### src/rtl/byte_sequencer_pkg.sv
// byte_sequencer_pkg
// Shared definitions for the byte sequencer and the neighbouring narrow-bus
// stages: access-size encodings, the sequencer state encoding, the latched
// request record and byte-count helpers.
// Optional feature macro: BYTE_SEQUENCER_ALIGN_CHECK_EN adds the ERR state.
package byte_sequencer_pkg;

    localparam logic [1:0] SIZ_BYTE  = 2'd0;
    localparam logic [1:0] SIZ_HALF  = 2'd1;
    localparam logic [1:0] SIZ_WORD  = 2'd2;
    localparam logic [1:0] SIZ_DWORD = 2'd3;

    typedef enum logic [1:0] {
        ST_IDLE,
        ST_BUS,
        ST_DONE
`ifdef BYTE_SEQUENCER_ALIGN_CHECK_EN
        ,ST_ERR
`endif
    } state_t;

    // Master request as latched on acceptance.
    typedef struct packed {
        logic [63:0] adr;
        logic [63:0] dat;
        logic [1:0]  siz;
        logic        sgn;
        logic        we;
    } req_t;

    // Number of bytes in an access of the given size: 1<<siz.
    function automatic logic [3:0] byte_count(input logic [1:0] siz);
        return 4'd1 << siz;
    endfunction

    // Index of the last byte of an access (also the low-address alignment mask).
    function automatic logic [2:0] last_idx(input logic [1:0] siz);
        logic [3:0] n;
        n = byte_count(siz) - 4'd1;
        return n[2:0];
    endfunction

endpackage

### src/rtl/byte_extend.sv
// byte_extend
// Combinational sign/zero extension of a right-justified 8/16/32/64-bit value
// to 64 bits.
// Ports:
//   din  - right-justified value; bits above the access size are ignored
//   siz  - access size (SIZ_BYTE..SIZ_DWORD)
//   sgn  - sign-extend when set, zero-extend otherwise
//   dout - 64-bit extended result
module byte_extend
    import byte_sequencer_pkg::*;
(
    input  logic [63:0] din,
    input  logic [1:0]  siz,
    input  logic        sgn,
    output logic [63:0] dout
);

    always_comb begin
        dout = din;
        case (siz)
            SIZ_BYTE: dout = {{56{sgn & din[7]}},  din[7:0]};
            SIZ_HALF: dout = {{48{sgn & din[15]}}, din[15:0]};
            SIZ_WORD: dout = {{32{sgn & din[31]}}, din[31:0]};
            default:  dout = din;
        endcase
    end

endmodule

### src/rtl/byte_sequencer.sv
// byte_sequencer
// Splits one 8/16/32/64-bit master access into single-byte slave cycles at
// consecutive little-endian addresses; assembles and extends read data.
// Optional feature macro: BYTE_SEQUENCER_ALIGN_CHECK_EN (misalignment error,
// adds the m_err_o port).
// Ports:
//   clk_i, reset_i            - clock, asynchronous active-high reset
//   m_adr_i/m_dat_i/m_siz_i   - master address, write data, size
//   m_signed_i/m_we_i         - read sign-extension, write enable
//   m_cyc_i/m_stb_i           - master cycle / strobe
//   m_ack_o/m_dat_o           - completion pulse and extended read data
//   m_err_o                   - misalignment pulse (macro only)
//   s_*                       - byte-wide slave cycle; s_dat_i[7:0] used
// All outputs are registered.
module byte_sequencer
    import byte_sequencer_pkg::*;
(
    input  logic        clk_i,
    input  logic        reset_i,
    input  logic [63:0] m_adr_i,
    input  logic        m_cyc_i,
    input  logic [63:0] m_dat_i,
    input  logic        m_signed_i,
    input  logic [1:0]  m_siz_i,
    input  logic        m_stb_i,
    input  logic        m_we_i,
    output logic        m_ack_o,
    output logic [63:0] m_dat_o,
    output logic [63:0] s_adr_o,
    output logic        s_cyc_o,
    output logic        s_stb_o,
    output logic        s_we_o,
    output logic        s_signed_o,
    output logic [1:0]  s_siz_o,
    output logic [63:0] s_dat_o,
    input  logic        s_ack_i,
    input  logic [63:0] s_dat_i
`ifdef BYTE_SEQUENCER_ALIGN_CHECK_EN
    ,output logic       m_err_o
`endif
);

    state_t      state_q, state_d;
    logic [2:0]  cnt_q, cnt_d;
    req_t        req_q, req_d;
    logic [63:0] asm_q, asm_d;
    logic [63:0] asm_nxt;
    logic [63:0] ext_out;

    logic        m_ack_d;
    logic [63:0] m_dat_d;
    logic [63:0] s_adr_d;
    logic        s_cyc_d;
    logic        s_we_d;
    logic [63:0] s_dat_d;
`ifdef BYTE_SEQUENCER_ALIGN_CHECK_EN
    logic        m_err_d;
`endif

    // Only the low byte of the slave bus carries data.
    logic unused_sdat;
    assign unused_sdat = ^s_dat_i[63:8];

    assign s_signed_o = 1'b0;
    assign s_siz_o    = SIZ_BYTE;

    // Assembly register with the current slave byte merged in; kept apart
    // from the FSM so the extender sees the final byte on the last ack.
    always_comb begin
        asm_nxt = asm_q;
        asm_nxt[{cnt_q, 3'b000} +: 8] = s_dat_i[7:0];
    end

    byte_extend u_ext (
        .din  (asm_nxt),
        .siz  (req_q.siz),
        .sgn  (req_q.sgn),
        .dout (ext_out)
    );

    always_comb begin
        state_d = state_q;
        cnt_d   = cnt_q;
        req_d   = req_q;
        asm_d   = asm_q;
        m_ack_d = 1'b0;
        m_dat_d = '0;
`ifdef BYTE_SEQUENCER_ALIGN_CHECK_EN
        m_err_d = 1'b0;
`endif
        case (state_q)
            ST_IDLE: begin
                if (m_cyc_i && m_stb_i) begin
                    req_d = '{adr: m_adr_i, dat: m_dat_i, siz: m_siz_i,
                              sgn: m_signed_i, we: m_we_i};
                    cnt_d = 3'd0;
                    asm_d = '0;
                    state_d = ST_BUS;
`ifdef BYTE_SEQUENCER_ALIGN_CHECK_EN
                    if ((m_adr_i[2:0] & last_idx(m_siz_i)) != 3'd0) begin
                        state_d = ST_ERR;
                        m_err_d = 1'b1;
                    end
`endif
                end
            end
            ST_BUS: begin
                // Abort wins over an ack in the same cycle.
                if (!m_cyc_i) begin
                    state_d = ST_IDLE;
                end else if (s_ack_i) begin
                    if (!req_q.we) asm_d = asm_nxt;
                    if (cnt_q == last_idx(req_q.siz)) begin
                        state_d = ST_DONE;
                        m_ack_d = 1'b1;
                        m_dat_d = req_q.we ? 64'd0 : ext_out;
                    end else begin
                        cnt_d = cnt_q + 3'd1;
                    end
                end
            end
            ST_DONE: state_d = ST_IDLE;
`ifdef BYTE_SEQUENCER_ALIGN_CHECK_EN
            ST_ERR:  state_d = ST_IDLE;
`endif
            default: state_d = ST_IDLE;
        endcase

        // Slave outputs follow the next state so they are registered yet
        // valid from the first BUS cycle.
        s_cyc_d = (state_d == ST_BUS);
        s_adr_d = '0;
        s_we_d  = 1'b0;
        s_dat_d = '0;
        if (state_d == ST_BUS) begin
            s_adr_d = req_d.adr + {61'd0, cnt_d};
            s_we_d  = req_d.we;
            s_dat_d = {56'd0, req_d.dat[{cnt_d, 3'b000} +: 8]};
        end
    end

    always_ff @(posedge clk_i or posedge reset_i) begin
        if (reset_i) begin
            state_q <= ST_IDLE;
            cnt_q   <= '0;
            req_q   <= '0;
            asm_q   <= '0;
            m_ack_o <= 1'b0;
            m_dat_o <= '0;
            s_adr_o <= '0;
            s_cyc_o <= 1'b0;
            s_stb_o <= 1'b0;
            s_we_o  <= 1'b0;
            s_dat_o <= '0;
`ifdef BYTE_SEQUENCER_ALIGN_CHECK_EN
            m_err_o <= 1'b0;
`endif
        end else begin
            state_q <= state_d;
            cnt_q   <= cnt_d;
            req_q   <= req_d;
            asm_q   <= asm_d;
            m_ack_o <= m_ack_d;
            m_dat_o <= m_dat_d;
            s_adr_o <= s_adr_d;
            s_cyc_o <= s_cyc_d;
            s_stb_o <= s_cyc_d;
            s_we_o  <= s_we_d;
            s_dat_o <= s_dat_d;
`ifdef BYTE_SEQUENCER_ALIGN_CHECK_EN
            m_err_o <= m_err_d;
`endif
        end
    end

endmodule
### config.mk
export PLATFORM = sky130hd
export DESIGN_NAME = byte_sequencer
export DESIGN_NICKNAME = d
export VERILOG_FILES = /design/src/rtl/byte_sequencer_pkg.sv /design/src/rtl/byte_extend.sv /design/src/rtl/byte_sequencer.sv
export SDC_FILE = /design/constraint.sdc
export NUM_CORES = 1
export LEC_CHECK = 0
export BUFFER_PORTS_ARGS = -buffer_cell sky130_fd_sc_hd__buf_2
export CAP_MARGIN = 20
export CORE_MARGIN = 8
export CORE_UTILIZATION = 50
export CTS_BUF_LIST = sky130_fd_sc_hd__clkbuf_4 sky130_fd_sc_hd__clkbuf_8
export DETAILED_ROUTE_END_ITERATION = 7
export GPL_TIMING_DRIVEN = 0
export PLACE_DENSITY = 0.75
export SYNTH_ARGS = -nofsm -noshare
export SYNTH_HDL_FRONTEND = slang
export SYNTH_HIERARCHICAL = 1
export SYNTH_SLANG_ARGS = --single-unit
### constraint.sdc
create_clock -name clk_i -period 11.45 [get_ports clk_i]
set_input_delay 0.5725 -clock clk_i [delete_from_list [all_inputs] [get_ports clk_i]]
set_output_delay 0.5725 -clock clk_i [all_outputs]
set_load 0.05 [all_outputs]
==> Yosys cells after proc, flatten, opt, wreduce, memory -nomap -nowiden <==
Index checks and enable logic that the tools add are counted.
{ "word_totals": {"reg_bits": 396, "latch_bits": 0, "ramBits": 0, "mem_bits_ro": 0, "input_bits": 201, "memories": 0} }
{ "classes": {"addsub": 4, "multipliers": 0, "div": 0, "n_lt_le_gt_ge": 0, "n_eq_ne": 9, "n_shift": 4, "mux": 31, "bitwise": 3, "reduce_logical": 6} }
{ "ops": {"columns": ["op", "count"], "rows": [
  ["64-bit 2-to-1 mux", 10],
  ["132-bit 2-to-1 mux", 2],
  ["64-bit case mux with 3 select lines", 1],
  ["64-bit case mux with 2 select lines", 1],
  ["64-bit by 3-bit adder with 64-bit output", 1],
  ["64-bit bitwise mux", 1],
  ["8-bit by 8-bit variable shift with 64-bit output, first input constant", 1],
  ["64-bit by 7-bit indexed part select with 8-bit output", 1],
  ["8-bit by 8-bit indexed part select with 64-bit output", 1],
  ["3-bit 2-to-1 mux", 4],
  ["2-bit 2-to-1 mux", 4],
  ["8-bit 2-to-1 mux", 1],
  ["2-bit != test, second input constant", 4],
  ["6-bit negation with 8-bit output", 1],
  ["2-bit by 1-bit == test with 1-bit output, second input constant", 3],
  ["3-bit case mux with 2 select lines", 1],
  ["1-bit 2-to-1 mux", 5],
  ["5-bit AND reduction", 1],
  ["2-bit zero test", 2],
  ["2-bit case mux with 2 select lines", 1],
  ["3-bit by 1-bit adder with 3-bit output, second input constant", 1],
  ["1-bit AND", 3],
  ["3-bit == test", 1],
  ["1-bit by 2-bit left shift with 3-bit output, first input constant", 1],
  ["other kinds (5)", 5]
]} }

==> Depth between registers and ports, before layout <==
Gate-level depths: netlist (run 1).
{ "logic_depth": {"depth_word": 10, "mapped_depth": 19, "mapped_depth_nobuf": 14} }

==> By module <==
The synthesis (run 1) kept the hierarchy.
{ "modules_own_cells": {"columns": ["mod", "instances", "cells_each", "area_each_um2"], "rows": [
  ["byte_sequencer", 1, 1780, 16631.0],
  ["byte_extend", 1, 149, 920.9]
]} }

==> Least setup slack after synthesis (run 1) <==
No wires, ideal clock.
{ "synth_path": {"kind": "input-to-reg", "from": "input port m_cyc_i", "to": "register s_adr_o[58]", "setup_ns": 0.124, "t_arrival_ns": 3.476, "required_time_ns": 11.326, "setup_slack_ns": 7.851, "path_stages": 18, "n_path_buf": 7, "cell_sequence": "nand4bb_4 buf_6 buf_2 buf_2 buf_2 clkbuf_1 clkbuf_1 nand2_1 nand2_1 ha_1 fa_1 a21oi_1 inv_1 o211ai_1 nor4_2 buf_4 nand4b_1 mux2i_1"} }
{ "synth_lines": {"columns": ["item", "line_no", "rtl"], "rows": [
  ["start: declaration", "byte_sequencer.sv:21", "input logic m_cyc_i,"],
  ["end signal: assignment", "byte_sequencer.sv:165", "s_adr_o <= s_adr_d;"],
  ["end: declaration", "byte_sequencer.sv:29", "output logic [63:0] s_adr_o,"]
]} }

==> results of run 1 <==
critical path, stage by stage, from the launching register on:
cell       delay [ps]
dfrtp_1           340
buf_6             140
nand4bb_4         180
buf_6             210
buf_2             250
buf_2             340
buf_2             350
clkbuf_1          670
clkbuf_1          590
nand2_1           120
nand2_1           110
ha_1              190
fa_1              240
a21oi_1           170
inv_1             110
o211ai_1          220
nor4_2            530
buf_4             270
nand3_1           140
mux2i_1           260
sequential cells by signal (all words and copies together), names as in the netlist:
| register | count |
|---|---|
| cnt_q | 3 |
| state_q | 2 |
| asm_q | 64 |
| m_dat_o | 64 |
| m_ack_o | 1 |
| s_dat_o | 8 |
| s_adr_o | 64 |
| s_stb_o | 1 |
| s_we_o | 1 |
| req_q | 132 |
synth_stat cells (all sizes together) (27+ instances only):
cell type / count
o21ai: 105
a2111oi: 34
nand2b: 27
nand3: 177
nand2: 481
inv: 80
clkbuf: 70
nor3: 39
mux2i: 41
nor2: 51
mux2: 27
xnor2: 29
o211ai: 36
and2: 72
dfrtp: 340
o21a: 40
buf: 128
nand4: 27
layout by cell type, fill, tap and decap left out, types with 8 or more instances in the layout:
| master | Yosys | routed |
|---|---|---|
| buf_2 | 31 | 315 |
| conb_1 | 1 | 59 |
| a21oi_1 | 21 | 21 |
| o21a_1 | 40 | 40 |
| o21ai_1 | 8 | 8 |
| and3_1 | 9 | 9 |
| buf_4 | 75 | 75 |
| and2_1 | 71 | 71 |
| ha_1 | 9 | 9 |
| mux2_2 | 26 | 26 |
| nor3_1 | 36 | 36 |
| nand4_1 | 27 | 27 |
| clkbuf_1 | 69 | 69 |
| xnor2_1 | 29 | 29 |
| o211ai_1 | 21 | 21 |
| a2111oi_0 | 32 | 32 |
| dfrtp_1 | 340 | 340 |
| clkbuf_8 | 0 | 73 |
| bufinv_16 | 0 | 8 |
| clkinv_2 | 1 | 16 |
| o21ai_0 | 95 | 95 |
| mux2i_1 | 39 | 39 |
| inv_1 | 77 | 76 |
| nor2_1 | 51 | 51 |
| or4_1 | 8 | 8 |
| buf_6 | 10 | 10 |
| nand2b_1 | 27 | 27 |
| nand2_1 | 481 | 481 |
| o211ai_2 | 15 | 15 |
| nand3_1 | 176 | 176 |
worst max-delay path by stage:
stage,start,to,slack [ps],depth (start not counted)
3_5_place_dp,m_cyc_i,s_adr_o[58],5740,19
3_3_place_gp,reset_i,s_adr_o[26],-2040,2
4_1_cts,state_q[0],s_adr_o[58],5920,19
6_report,state_q[0],s_adr_o[62],5920,19
2_1_floorplan,reset_i,asm_q[0],1450,1
5_1_grt,state_q[0],s_adr_o[62],5550,19
per-layer routing:
| layer | part of all wire (%) | up-vias | track usage (%) |
|---|---|---|---|
| met5 | 0.18 | - | 0 |
| met4 | 3.7 | 18 | 9.84 |
| met3 | 8.7 | 167 | 7.30 |
| met2 | 48 | 712 | 44.7 |
| met1 | 39 | 7407 | 32.3 |
| li1 | - | 7218 | - |
where the power goes:
| part | internal (mW) | switching [mW] |
|---|---|---|
| clock | 0.775 | 0.519 |
| combinational | 0.450 | 1.01 |
| sequential | 1.42 | 0.107 |
| total | 2.65 | 1.63 |
stage by stage:
step	hold slack, ps	utilization (%)	setup WS [ps]
2_1_floorplan	435	-	1450
3_5_place_dp	457	57.4	5740
3_3_place_gp	453	57.2	-2040
4_1_cts	83.0	61.4	5920
6_report	109	61.4	5920
5_1_grt	124	61.4	5550
final cells by class:
| type | instances | area [sq um] |
|---|---|---|
| antenna | 6 | 15.0 |
| buffer | 198 | 1200 |
| clock buffer | 79 | 1050 |
| clock inverter | 25 | 332 |
| fill | 3020 | 13300 |
| inverter | 81 | 313 |
| multi-input combinational | 1368 | 7750 |
| sequential | 340 | 8510 |
| tap | 455 | 569 |
| timing repair buffer | 287 | 1480 |
logic make-up (layout without fill, tap and decap cells):
| logic type | after synthesis | count (layout) |
|---|---|---|
| buffers and inverters | 279 | 670 |
| muxes | 68 | 68 |
| xor gates and xnor gates | 32 | 32 |
| DFF | 340 | 340 |
| and+or+nand+nor | 926 | 926 |
| other | 1 | 65 |
| AOI/OAI and AO/OA | 273 | 273 |
| adders and majority gates | 10 | 10 |
==> reports/results.tsv, run 1 <==
metric	value	unit
synth.top_cell.area_share	48.5	%
fin_skew	18.9	ps
period_needed	5530	ps
cp-end-kind	flop	
h-tree-depth	2	
cts_root_buffer	clkbuf_8	
worstPathArrival	6070	ps
dp.cells	2728	
run_status	complete, no violations	
port_buffers	284	
dp_hpwl	41.7	mm
worstPathMaxFanout	10	
cts_tree	yes	
synth-seq-area-share	48.5	%
syn-cell-area	17600	sq um
io_pins	400	
r2r_end	s_adr_o[62]	
grt_pass1_vias	15900	
slew_violations	0	
drc	0	
drt_iter0_drc	1205	
post-route-period-util	48.3	%
fin_tns_setup	0	ps
drv_cap	0	
p_per_area	202	nW/um^2
die_area	41400	sq um
max-slew-margin-rel	36.2	%
synth-seq-cells	340	
finalSetupViolCount	0	
postCtsSetupBuffers	0	
async_flop_share	100	%
worst_pin_slew	933	ps
grt_overflow	0	
yosysUniqueCellTypes	76	
finalHoldViolations	0	
clock_sinks	340	
hold_path_class	input port to asynchronous set/reset pin	
cts-resized-gates	0	
synth_compound_area_share	11.3	%
drive_above_1_share	25.2	%
synth_top_family_by_area	simple AND/OR/NAND/NOR gates	
grt_max_degree	132	
routed_wl	55.7	mm
r2r_start	state_q[0]	
synth_top_cell_by_area	dfrtp_1	
yosys.area_share.adder	0.756	%
design_area	21200	sq um
ff2ff_path_depth	19	
critPathKind	flop to flop	
antenna_found_initial	13	
rsz0062_at_grt	false	
cts_buffers	56	
reg2reg_setup_slack	5920	ps
ys_top_cells_by_area	dfrtp_1 (48%), nand2_1 (10%), nand3_1 (5.0%)	
cts_hold_buf	0	
finalPower	4.28	mW
start_util	50.8	%
cts.path.max_buffers	3	
wl_per_cell	19.6	microns
clk_latency	630	ps
gp_congestion	0.954	
groute.usage.overall	26.5	%
fmax	0.181	GHz
die_w	203	microns
antenna_left	0	
vias_per_cell	5.47	
area_growth_syn_to_layout	20.9	%
core	34500	sq um
synthFlopType	dfrtp_1	
synth_cells	1929	
syn_area_per_cell	9.10	sq um
first_pass_iters	8	
start_kind	flop	
p_leak	11.0	nW
ir_worst_vdd	150	uV
stdcell_count	2839	
synth_warnings	6	
placed_area	19800	sq um
grt_first_pass_wirelength	87.5	mm
vias	15500	
synth_xor_area_share	1.60	%
synth-edff-count	0	
synthMuxAreaShare	4.18	%
die_height	203	microns
row_count	68	
synth-simple-area-share	25.1	%
clkTransAtPathRegs	70	ps
fin_nets	2543	
worstPathRequired	11980	ps
(Power assumes the default switching activity.)
==> run 2, diff against run 1 <==
clock period = 5.2 ns   (was 11.45 ns; I/O delays follow)
==> reports/results.tsv, run 2 (synthesis gave the netlist of run 1 again) <==
metric	value	unit
drv_cap	0	
vias_per_cell	5.53	
p_clk_share	27.6	%
top_register	req_q	
worstPathArrival	5110	ps
antenna_found_initial	7	
stdcell_count	2969	
crit_slowest_cell	o211ai_1	
routed_wl	58.9	mm
worstPathRequired	5700	ps
crit_family	compound AO/OA/AOI/OAI gates	
finalPower	9.24	mW
core	34500	sq um
placed_area	19900	sq um
start_util	50.8	%
groute.usage.overall	28.1	%
clock_sinks	340	
first_pass_iters	7	
p_int	5.64	mW
area_growth_syn_to_layout	27.9	%
fin_skew	17.3	ps
period_needed	4610	ps
cts.path.max_buffers	3	
h-tree-depth	2	
hold_path_class	input port to flop	
fin_tns_setup	0	ps
io_pins	400	
critPathKind	flop to flop	
drive_above_1_share	24.1	%
slowest_delay	540	ps
finalWorstSetupSlack	593	ps
die_w	203	microns
cts_root_buffer	clkbuf_8	
worstHoldPathCells	3	
port_buffers	284	
die_area	41400	sq um
path_buf_inv	4	
vias	16400	
final_common_cell	nand2_1	
whs	34.2	ps
finalSetupViolCount	0	
grt_overflow	0	
switching_share	38.9	%
fin_nets	2672	
ir_worst_vdd	346	uV
worst_pin_slew	988	ps
wl_per_cell	19.8	microns
final_cell_mix	nand2_1 (481), dfrtp_1 (340), buf_2 (315)	
dp_slack	-186	ps
grt_pass1_vias	17000	
cts_tree	yes	
start_kind	flop	
clk_latency	630	ps
drc	0	
cts_buffers	55	
power_frac_comb	35.9	%
fmax	0.217	GHz
cp-end-kind	flop	
finalHoldViolations	0	
pwr-share-seq	36.5	%
slew_violations	0	
die_height	203	microns
post-route-period-util	88.6	%
final_util	65.0	%
p_leak	11.5	nW
max-slew-margin-rel	32.4	%
grt_first_pass_wirelength	92.8	mm
row_count	68	
rsz0062_at_grt	false	
run_status	complete, no violations	
p_per_area	412	nW/um^2
cp_cell_sequence	buf_2, and3_1, a32o_1, o211ai_1, clkbuf_1, nand2_1, ha_1, fa_1, a21oi_1, inv_1, o211ai_1, buf_2, nor3_1, xnor2_1, nor2_1	
gp_congestion	0.956	
grt_max_degree	43	
p_switching	3.60	mW
antenna_left	0	
reg2reg_setup_slack	590	ps
design_area	22500	sq um
ff2ff_path_depth	15	
worstPathMaxFanout	10	
clkTransAtPathRegs	70	ps
crit_cells	15	
dp_hpwl	42.5	mm
drt_iter0_drc	1382	
largest_reg_flops	132	
dp.cells	2735	
==> run 2: cell count changes in the layout (fill, tap and decap cells not counted) <==
cell           previous run  this run
clkbuf_1                 69        67
diode_2                   6         9
dlygate4sd3_1             0       125
inv_6                     1         0
inv_8                     1         0
buf_16                    2         0
buf_12                    1        10
bufinv_16                 8         2
clkbuf_4                  7        10
clkbuf_8                 73        75
==> run 2: final cells by class <==
type	instances	area, sq um
fill	2787	12100
sequential	340	8510
multi-input combinational	1368	7750
timing repair buffer	419	2860
buffer	196	1190
clock buffer	84	1100
tap	455	569
inverter	81	309
clock inverter	17	135
antenna	9	22.5
==> run 2: tightest hold or removal path, delay by kind of cell <==
| family | cells | cell delay, ps |
|---|---|---|
| mux | 1 | 130 |
| buf+inv | 2 | 210 |
==> run 2: repair_timing <==
item / in CTS / in global routing
endpoints found under the hold margin: 174 / 0
endpoints found under the setup margin: 10 / 1
buffers inserted: 0 / 0
gates resized for setup: 0 / 0
hold buffers: 125 / 0
==> run 2: power groups by stage <==
stage          clock [mW]  combinational, mW  sequential [mW]
2_1_floorplan           0               1.90             3.80
3_3_place_gp            0               3.10             3.39
3_5_place_dp            0               3.17             3.40
4_1_cts              2.59               3.26             3.36
5_1_grt              2.71               3.57             3.42
6_report             2.55               3.32             3.37
==> run 2: metal layers <==
| metal | track usage (%) | wire length, microns |
|---|---|---|
| met1 | 33.4 | 22100 |
| met5 | 0 | 0 |
| met3 | 6.36 | 5380 |
| met4 | 15.0 | 3090 |
| met2 | 47.1 | 28300 |
==> run 2: worst paths after layout <==
path,to,startpoint
worst max register to register,s_adr_o[34],cnt_q[1]
worst max-delay path,s_adr_o[34],cnt_q[1]
min in group asynchronous,req_q[48],reset_i
max in group asynchronous,req_q[94],reset_i
worst min register to register,req_q[24],req_q[24]
worst min-delay path,req_q[116],m_adr_i[48]
